### src/rtl/digital_tube_scanner_if.sv
// Tube write channel from the IO manager: write strobe, register select and write data.
interface digital_tube_scanner_if;
  logic        iDoTubeWrite;
  logic [1:0]  iTubeAddress;
  logic [15:0] iTubeDataToWrite;

  modport master (output iDoTubeWrite, iTubeAddress, iTubeDataToWrite);
  modport slave  (input  iDoTubeWrite, iTubeAddress, iTubeDataToWrite);
endinterface

### src/rtl/digital_tube_scanner.sv
// Multiplexed seven-segment controller: scan, per-digit enable/blink/dp masks, leading-zero
// blanking. Defining TUBE_DECIMAL_EN adds the double-dabble decimal display mode.
module digital_tube_scanner #(
  parameter int DIGITS      = 8,
  parameter int SCAN_DIV    = 50000,
  parameter int BLINK_SCANS = 64
) (
  input  logic                  iCpuClock,
  input  logic                  iCpuReset,
  digital_tube_scanner_if.slave bus,
  output logic [DIGITS-1:0]     oTubesNotEnable,
  output logic [7:0]            oTubeShape
);
  localparam int NB = 4 * DIGITS;
  localparam int CW = (SCAN_DIV > 1) ? $clog2(SCAN_DIV) : 1;
  localparam int DW = (DIGITS > 1) ? $clog2(DIGITS) : 1;
  localparam int FW = (BLINK_SCANS > 1) ? $clog2(BLINK_SCANS) : 1;
  localparam int SW = $clog2(NB);

  logic        wr_en;
  logic [1:0]  wr_addr;
  logic [15:0] wr_data;
  logic        val_write;
  logic        dec_mode;

  assign wr_en     = bus.iDoTubeWrite;
  assign wr_addr   = bus.iTubeAddress;
  assign wr_data   = bus.iTubeDataToWrite;
  assign val_write = wr_en && ((wr_addr == 2'd0) || (wr_addr == 2'd1));

  logic [31:0]       val_q, val_d;
  logic              lzb_q, lzb_d;
  logic [DIGITS-1:0] en_mask_q, en_mask_d;
  logic [DIGITS-1:0] blink_mask_q, blink_mask_d;
  logic [DIGITS-1:0] dp_mask_q, dp_mask_d;
  logic [NB-1:0]     buf_q, buf_d;
  logic              ovf_q, ovf_d;

  logic [CW-1:0]     cyc_q, cyc_d;
  logic [DW-1:0]     dig_q, dig_d;
  logic [FW-1:0]     frame_q, frame_d;
  logic              blink_on_q, blink_on_d;
  logic [DIGITS-1:0] nen_q, nen_d;
  logic [7:0]        shape_q, shape_d;

  always_comb begin
    val_d        = val_q;
    lzb_d        = lzb_q;
    en_mask_d    = en_mask_q;
    blink_mask_d = blink_mask_q;
    dp_mask_d    = dp_mask_q;
    if (wr_en) begin
      unique case (wr_addr)
        2'd0: val_d[15:0]  = wr_data;
        2'd1: val_d[31:16] = wr_data;
        2'd2: begin
          lzb_d     = wr_data[1];
          en_mask_d = wr_data[8 +: DIGITS];
        end
        default: begin
          blink_mask_d = wr_data[0 +: DIGITS];
          dp_mask_d    = wr_data[8 +: DIGITS];
        end
      endcase
    end
  end

`ifdef TUBE_DECIMAL_EN
  typedef enum logic [1:0] {CONV_IDLE, CONV_SHIFT, CONV_COMMIT} conv_state_e;

  conv_state_e   state_q, state_d;
  logic          dec_q, dec_d;
  logic [NB-1:0] bin_q, bin_d;
  logic [NB-1:0] bcd_q, bcd_d;
  logic [NB-1:0] bcd_adj;
  logic          carry_q, carry_d;
  logic [SW-1:0] bit_q, bit_d;
  logic          conv_start, conv_abort, conv_commit;

  assign dec_mode   = dec_q;
  assign conv_start = (val_write && dec_q) || (wr_en && (wr_addr == 2'd2) && wr_data[0]);
  assign conv_abort = wr_en && (wr_addr == 2'd2) && !wr_data[0];

  genvar gi;
  generate
    for (gi = 0; gi < DIGITS; gi++) begin : g_adj
      assign bcd_adj[4*gi +: 4] = (bcd_q[4*gi +: 4] >= 4'd5) ? bcd_q[4*gi +: 4] + 4'd3
                                                             : bcd_q[4*gi +: 4];
    end
  endgenerate

  // A bit leaving the top BCD digit means the value needs more than DIGITS decimal digits.
  always_comb begin
    state_d     = state_q;
    dec_d       = dec_q;
    bin_d       = bin_q;
    bcd_d       = bcd_q;
    carry_d     = carry_q;
    bit_d       = bit_q;
    conv_commit = 1'b0;
    if (wr_en && (wr_addr == 2'd2)) dec_d = wr_data[0];
    unique case (state_q)
      CONV_SHIFT: begin
        bin_d   = {bin_q[NB-2:0], 1'b0};
        bcd_d   = {bcd_adj[NB-2:0], bin_q[NB-1]};
        carry_d = carry_q | bcd_adj[NB-1];
        bit_d   = bit_q + SW'(1);
        if (bit_q == SW'(NB - 1)) state_d = CONV_COMMIT;
      end
      CONV_COMMIT: begin
        conv_commit = !conv_start && !conv_abort;
        state_d     = CONV_IDLE;
      end
      default: state_d = CONV_IDLE;
    endcase
    if (conv_start) begin
      state_d = CONV_SHIFT;
      bin_d   = val_d[NB-1:0];
      bcd_d   = '0;
      carry_d = 1'b0;
      bit_d   = '0;
    end else if (conv_abort) begin
      state_d = CONV_IDLE;
    end
  end

  always_ff @(posedge iCpuClock) begin
    if (iCpuReset) begin
      state_q <= CONV_IDLE;
      dec_q   <= 1'b0;
      bin_q   <= '0;
      bcd_q   <= '0;
      carry_q <= 1'b0;
      bit_q   <= '0;
    end else begin
      state_q <= state_d;
      dec_q   <= dec_d;
      bin_q   <= bin_d;
      bcd_q   <= bcd_d;
      carry_q <= carry_d;
      bit_q   <= bit_d;
    end
  end
`else
  assign dec_mode = 1'b0;
`endif

  always_comb begin
    buf_d = buf_q;
    ovf_d = ovf_q;
    if (val_write && !dec_mode) begin
      buf_d = val_d[NB-1:0];
      ovf_d = 1'b0;
    end
`ifdef TUBE_DECIMAL_EN
    if (conv_commit) begin
      buf_d = bcd_q;
      ovf_d = carry_q;
    end
`endif
  end

  // Scan position: cycle within digit, digit within frame, frame within blink half-period.
  always_comb begin
    cyc_d      = cyc_q + CW'(1);
    dig_d      = dig_q;
    frame_d    = frame_q;
    blink_on_d = blink_on_q;
    if (cyc_q == CW'(SCAN_DIV - 1)) begin
      cyc_d = '0;
      if (dig_q == DW'(DIGITS - 1)) begin
        dig_d = '0;
        if (frame_q == FW'(BLINK_SCANS - 1)) begin
          frame_d    = '0;
          blink_on_d = ~blink_on_q;
        end else begin
          frame_d = frame_q + FW'(1);
        end
      end else begin
        dig_d = dig_q + DW'(1);
      end
    end
  end

  function automatic logic [6:0] seg_of(input logic [3:0] n);
    logic [7:0] s;
    case (n)
      4'h0: s = 8'hC0;  4'h1: s = 8'hF9;  4'h2: s = 8'hA4;  4'h3: s = 8'hB0;
      4'h4: s = 8'h99;  4'h5: s = 8'h92;  4'h6: s = 8'h82;  4'h7: s = 8'hF8;
      4'h8: s = 8'h80;  4'h9: s = 8'h90;  4'hA: s = 8'h88;  4'hB: s = 8'h83;
      4'hC: s = 8'hC6;  4'hD: s = 8'hA1;  4'hE: s = 8'h86;  default: s = 8'h8E;
    endcase
    return s[6:0];
  endfunction

  logic [3:0]        nib [DIGITS];
  logic [DIGITS-1:0] upper_zero;
  logic              suppress;
  logic [6:0]        cur_seg;

  genvar gd;
  generate
    for (gd = 0; gd < DIGITS; gd++) begin : g_digit
      assign nib[gd]        = buf_q[4*gd +: 4];
      assign upper_zero[gd] = ~|buf_q[NB-1:4*gd];
    end
  endgenerate

  // Overflow dashes are never treated as leading zeros.
  always_comb begin
    suppress = ~en_mask_q[dig_q]
             | (blink_mask_q[dig_q] & ~blink_on_q)
             | (lzb_q & (dig_q != '0) & upper_zero[dig_q] & ~ovf_q);
    cur_seg  = ovf_q ? 7'h3F : seg_of(nib[dig_q]);
    nen_d    = ~(DIGITS'(1) << dig_q);
    shape_d  = {~dp_mask_q[dig_q], cur_seg};
    if (suppress) begin
      nen_d   = '1;
      shape_d = 8'hFF;
    end
  end

  always_ff @(posedge iCpuClock) begin
    if (iCpuReset) begin
      val_q        <= '0;
      lzb_q        <= 1'b0;
      en_mask_q    <= '1;
      blink_mask_q <= '0;
      dp_mask_q    <= '0;
      buf_q        <= '0;
      ovf_q        <= 1'b0;
      cyc_q        <= '0;
      dig_q        <= '0;
      frame_q      <= '0;
      blink_on_q   <= 1'b1;
      nen_q        <= '1;
      shape_q      <= 8'hFF;
    end else begin
      val_q        <= val_d;
      lzb_q        <= lzb_d;
      en_mask_q    <= en_mask_d;
      blink_mask_q <= blink_mask_d;
      dp_mask_q    <= dp_mask_d;
      buf_q        <= buf_d;
      ovf_q        <= ovf_d;
      cyc_q        <= cyc_d;
      dig_q        <= dig_d;
      frame_q      <= frame_d;
      blink_on_q   <= blink_on_d;
      nen_q        <= nen_d;
      shape_q      <= shape_d;
    end
  end

  assign oTubesNotEnable = nen_q;
  assign oTubeShape      = shape_q;
endmodule

### src/flat_wrapper.sv
// flat-port wrapper written by rule: the top's interface ports become plain ports
module digital_tube_scanner_flat 
#(
  parameter int DIGITS      = 8,
  parameter int SCAN_DIV    = 50000,
  parameter int BLINK_SCANS = 64
)
  (iCpuClock, iCpuReset, oTubesNotEnable, oTubeShape, bus_iDoTubeWrite, bus_iTubeAddress, bus_iTubeDataToWrite);
  digital_tube_scanner_if bus_i ();
  input  logic iCpuClock;
  input  logic iCpuReset;
  output logic [DIGITS-1:0] oTubesNotEnable;
  output logic [7:0] oTubeShape;
  input wire logic [$bits(bus_i.iDoTubeWrite)-1:0] bus_iDoTubeWrite;
  input wire logic [$bits(bus_i.iTubeAddress)-1:0] bus_iTubeAddress;
  input wire logic [$bits(bus_i.iTubeDataToWrite)-1:0] bus_iTubeDataToWrite;
  assign bus_i.iDoTubeWrite = bus_iDoTubeWrite;
  assign bus_i.iTubeAddress = bus_iTubeAddress;
  assign bus_i.iTubeDataToWrite = bus_iTubeDataToWrite;
  digital_tube_scanner #(.DIGITS(DIGITS), .SCAN_DIV(SCAN_DIV), .BLINK_SCANS(BLINK_SCANS)) u_core (.iCpuClock(iCpuClock), .iCpuReset(iCpuReset), .bus(bus_i), .oTubesNotEnable(oTubesNotEnable), .oTubeShape(oTubeShape));
endmodule
### config.mk
export PLATFORM = sky130hd
export DESIGN_NAME = digital_tube_scanner_flat
export DESIGN_NICKNAME = d
export VERILOG_FILES = /design/src/rtl/digital_tube_scanner_if.sv /design/src/rtl/digital_tube_scanner.sv /design/src/flat_wrapper.sv
export SDC_FILE = /design/constraint.sdc
export NUM_CORES = 1
export LEC_CHECK = 0
export BUFFER_PORTS_ARGS = -buffer_cell sky130_fd_sc_hd__clkbuf_2
export CORE_MARGIN = 3
export CORE_UTILIZATION = 55
export DETAILED_ROUTE_END_ITERATION = 10
export PLACE_DENSITY = 0.73
export SETUP_SLACK_MARGIN = 0.02
export SYNTH_ARGS = -nofsm -noshare
export SYNTH_HDL_FRONTEND = slang
export SYNTH_SLANG_ARGS = --single-unit
### constraint.sdc
create_clock -name iCpuClock -period 7.32 [get_ports iCpuClock]
set_clock_uncertainty 0.2 [all_clocks]
set_input_delay 1.464 -clock iCpuClock [delete_from_list [all_inputs] [get_ports iCpuClock]]
set_output_delay 1.464 -clock iCpuClock [all_outputs]
set_load 0.01 [all_outputs]
== Word level (Yosys, flattened, before mapping) ==
Memory sizes are Yosys's and may differ from the RTL's. A register that Yosys moved wholly into a read port is not among the register bits.
Cells that the tools add are included.
Word-level totals
  register bits after elaboration: 125
  bits in latches: 0
  bits in read-only memories: 112
  bits in writable memories: 0
  memories kept: 1
Memory list
  (name not given): words 16, width 7, read ports 1, clocked after memory_dff 1, write ports 0, line digital_tube_scanner.sv:187  | case (n)
Operators by class
  multiply operators: 0
  shifts and indexed selects: 1
  equality and inequality tests: 5
  magnitude comparators: 2
  mux-type cells: 16
  bitwise logic cells: 11
  $add $sub $neg: 3
  reductions and logical operators: 27
  divide/modulo/power cells: 0
Operators with widths (number)
  $mux 16: 2
  $mux 32: 1
  $reduce_or 32->1: 1
  $reduce_or 28->1: 1
  $reduce_or 24->1: 1
  $reduce_or 20->1: 1
  $add 16x1->16 const B: 1
  $eq 16x16->1 const B: 1
  $reduce_or 16->1: 1
  $bmux 1 s3: 4
  $bmux 4 s3: 1
  $reduce_or 12->1: 1
  $logic_not 1->1: 8
  $mux 4: 2
  $not 8->8: 1
  $reduce_or 8->1: 1
  $shl 1x3->8 const A: 1
  $add 6x1->6 const B: 1
  $eq 6x6->1 const B: 1
  $mux 6: 1
  $reduce_and 2->1: 3
  $ge 4x4->1 const B: 1
  $lt 3x4->1 const B: 1
  $mux 1: 4
  other kinds (17): 24

== Longest topological paths before layout ==
  depth in word-level cells: 7
  mapped depth: 10
  gate-level depth less buffers: 8

== Least setup slack after synthesis ==
No wires, ideal clock.
  path type: input to register
  from: input port bus_iDoTubeWrite
  to: register u_core.buf_q[12]
  data arrival time: 2491 ps
  library setup time: 86 ps
  data required time: 7034 ps
  setup slack: 4543 ps
  cell stages on the path: 5
  cells stage by stage: nor2b_1 clkbuf_1 clkbuf_1 nor2_1 a211oi_1
Between the ends
  cells in the longest elaborated chain, start to end: 1
RTL lines
  from (decl): line flat_wrapper.sv:14  | input wire logic [$bits(bus_i.iDoTubeWrite)-1:0] bus_iDoTubeWrite;
  $mux 32 / $logic_and 1x1->1 (equally long branches): line digital_tube_scanner.sv:52, digital_tube_scanner.sv:29
  to (signal assigned): line digital_tube_scanner.sv:244  | buf_q <= buf_d;
  to (decl): line digital_tube_scanner.sv:36  | logic [NB-1:0] buf_q, buf_d;
Several ways; a longest one is shown, not always the timed one.
A chain may end at the register's enable or synchronous reset.

== Worst setup path in the final report ==
  from: input port bus_iDoTubeWrite
  to: register u_core.val_q[12]
Between the ends
  cells in the longest elaborated chain, start to end: 1
RTL lines
  $mux 32: line digital_tube_scanner.sv:52  | if (wr_en) begin
  to (signal assigned): line digital_tube_scanner.sv:239  | val_q <= val_d;
  to (decl): line digital_tube_scanner.sv:31  | logic [31:0] val_q, val_d;
No other way between the ends.

==> impl_metrics.ini <==
[status]
status = complete, no violations

[global_routing]
overflow = 0
grt_usage_pct = 23.4
grt_antenna_before_repair = 0
grt_pass1_wl_um = 21400
first_global_vias = 4285
grt_start_max_net_pins = 103

[critical_path]
crit_fanout = 68
cp.arrival_ns = 3.51
crit_required_ns = 7.56
path_class = input port to flop
start_kind = input port
end_kind = flop

[logic_synthesis]
synth_fa_ha_area_share_pct = 3.00
synth_top_family_by_area = simple AND/OR/NAND/NOR gates
synth_xor_area_share_pct = 2.85
async_flop_share_pct = 0
synth-simple-area-share_pct = 21.0
ys_seq_elements = 131
synth_area_mm2 = 0.00583
avgSynthCellArea_um2 = 8.99
synth.net_count = 684
ys_seq_area_share_pct = 45.0
ys_warn_count = 0
synth_cell_types = 47
syn_inst = 649
synth_flop_cell = dfxtp_1
synth_edf_count = 0
synth.area.mux_share_pct = 13.6
synth_compound_area_share_pct = 10.4

[cells_and_area]
area_delta_synth_final_pct = 13.6
diodes = 0
final_layout_size_suffix_gt1_share_pct = 13.2
design_area_mm2 = 0.00663
fin_nets = 698

[place]
place_hpwl_um = 8670
numPortBuffers = 36
place_area_mm2 = 0.00602
pre_cts_ws_ns = 3.57
routabilityCongestion = 0.816

[clock_network]
numClockSinks = 131
postCtsHoldBufs = 0
cts.repair.resized = 0
cts-root-buf = clkbuf_8
post_cts_buffers = 0
insertion_delay_ns = 0.52
h-tree-depth = 4
path_clk_slew_ns = 0.06
clockBufferDepth = 2
cts_tree = done
cts_buffers = 17

[sta]
fmax_ghz = 0.306
rsz0062_at_grt = false
setup-tns-final_ns = 0
relSlewSlack_pct = 25.5
max_slew.worst_pin.slew_ns = 1.11
fin_ws_ns = 4.05
hold_violations = 0
slew_violations = 0
finalSetupViolCount = 0
fin_crit_sh_pct = 44.6
fin_crit_ns = 3.27
timing.hold.ws_ns = 0.243

[floorplan]
die_y_um = 109
dieArea_mm2 = 0.0119
num_io_pins = 37
row_count = 36
coreArea_mm2 = 0.0100
initial_core_util_pct = 58.1
die_x_um = 109

[routing]
antenna_left = 0
wl_per_cell_um = 16.3
detail_route.iter0.violations = 346
wl_um = 13200
dr.pass1.iters = 5
vias = 4611
viasPerCell = 5.70
drc = 0

[power_and_ir_drop]
power_leakage_nw = 2.57
max-vdd-ir-drop_mv = 0.145
power.density_mw_per_mm2 = 266

[worst_hold_path]
hp-class = flop to flop

[run]
maxCapViolations = 0
## cell families after synthesis
logic type | after synthesis
fa+ha+maj | 14
xor+xnor | 19
simple gates | 270
compound gates | 100
mux | 57
flops | 131
buf+inv | 58
## area by class of cell
class | count | area, µm²
clock buffers | 19 | 442
clock inverters | 13 | 169
fillers | 812 | 3420
inverters | 13 | 48.8
multi-input cells | 460 | 2970
flip-flops and latches | 131 | 2620
well taps | 133 | 166
repair buffers | 40 | 210
## layout by cell type, fill, tap and decap left out, types with 4 or more instances in the layout
| cell | instances |
|---|---|
| a211oi_1 | 32 |
| a21oi_1 | 55 |
| buf_4 | 4 |
| clkbuf_16 | 16 |
| clkbuf_2 | 35 |
| dfxtp_1 | 131 |
| ha_1 | 14 |
| inv_1 | 13 |
| inv_6 | 5 |
| mux2i_1 | 39 |
| mux4_1 | 7 |
| mux4_2 | 7 |
| nand2_1 | 128 |
| nand3_1 | 19 |
| nand3b_1 | 8 |
| nand4_1 | 9 |
| nor2_1 | 60 |
| nor3_1 | 14 |
| nor4_1 | 9 |
| xnor2_1 | 13 |
| xor2_1 | 6 |
## metrics by stage
| step | util, % | power [mW] | cells |
|---|---|---|---|
| 6_report | 66.0 | 1.76 | 809 |
| 5_1_grt | 66.0 | 1.82 | 809 |
| 4_1_cts | 66.0 | 1.77 | 809 |
| 3_5_place_dp | 59.9 | 0.908 | 777 |
| 3_3_place_gp | 59.9 | 0.903 | 777 |
| 2_1_floorplan | - | 0.865 | 649 |
## path summary, 6_finish.rpt
| path | startpoint | endpoint | slack [ns] | cells after the start |
|---|---|---|---|---|
| setup / recovery | bus_iDoTubeWrite | u_core.val_q[12] | 4.05 | 6 |
| hold / removal | u_core.cyc_q[0] | u_core.cyc_q[0] | 0.24 | 1 |
| setup reg to reg | u_core.dig_q[1] | u_core.oTubeShape[4] | 4.21 | 5 |
| hold reg to reg | u_core.cyc_q[0] | u_core.cyc_q[0] | 0.24 | 1 |
## state kept, by name (all words and copies together) (netlist names)
| register | flops |
|---|---|
| u_core.buf_q | 32 |
| u_core.val_q | 32 |
| u_core.cyc_q | 16 |
| u_core.blink_mask_q | 8 |
| u_core.dp_mask_q | 8 |
| u_core.en_mask_q | 8 |
| u_core.oTubeShape | 8 |
| u_core.oTubesNotEnable | 8 |
| u_core.frame_q | 6 |
| u_core.dig_q | 3 |
| u_core.blink_on_q | 1 |
| u_core.lzb_q | 1 |
## worst max-delay path, stage by stage
cell	delay, ns
clkbuf_2	0.11
nor2b_4	0.13
buf_4	0.50
nor2b_1	0.95
nand2_1	0.16
a21oi_1	0.17
## power breakdown
part	total [mW]	switching [mW]	internal (mW)
Combinational	0.135	0.0825	0.0524
Sequential	0.760	0.0181	0.742
Clock	0.866	0.324	0.542
Total	1.76	0.424	1.34
## cells in the mapped netlist (4+ instances only)
cell        n  area [µm²]
a211oi_1   32         240
a21oi_1    55         275
buf_1       4        15.0
buf_2       6        30.0
buf_4       4        30.0
clkbuf_1   30         113
dfxtp_1   131        2620
ha_1       14         175
inv_1      13        48.8
mux2i_1    39         390
mux4_1      7         184
mux4_2      7         158
nand2_1   128         480
nand3_1    19        95.1
nand3b_1    8        60.1
nand4_1     9        56.3
nor2_1     60         225
nor3_1     14        70.1
nor4_1      9        56.3
xnor2_1    13         114
xor2_1      6        52.6
## metal layers
metal,GRT usage (%),routed length (µm),vias up
met4,6.67,155,0
met2,38.0,6140,124
met3,5.51,691,16
met1,31.1,6170,2184
li1,-,-,2287
met5,0,0,-
Power figures use the tool's default switching activity.
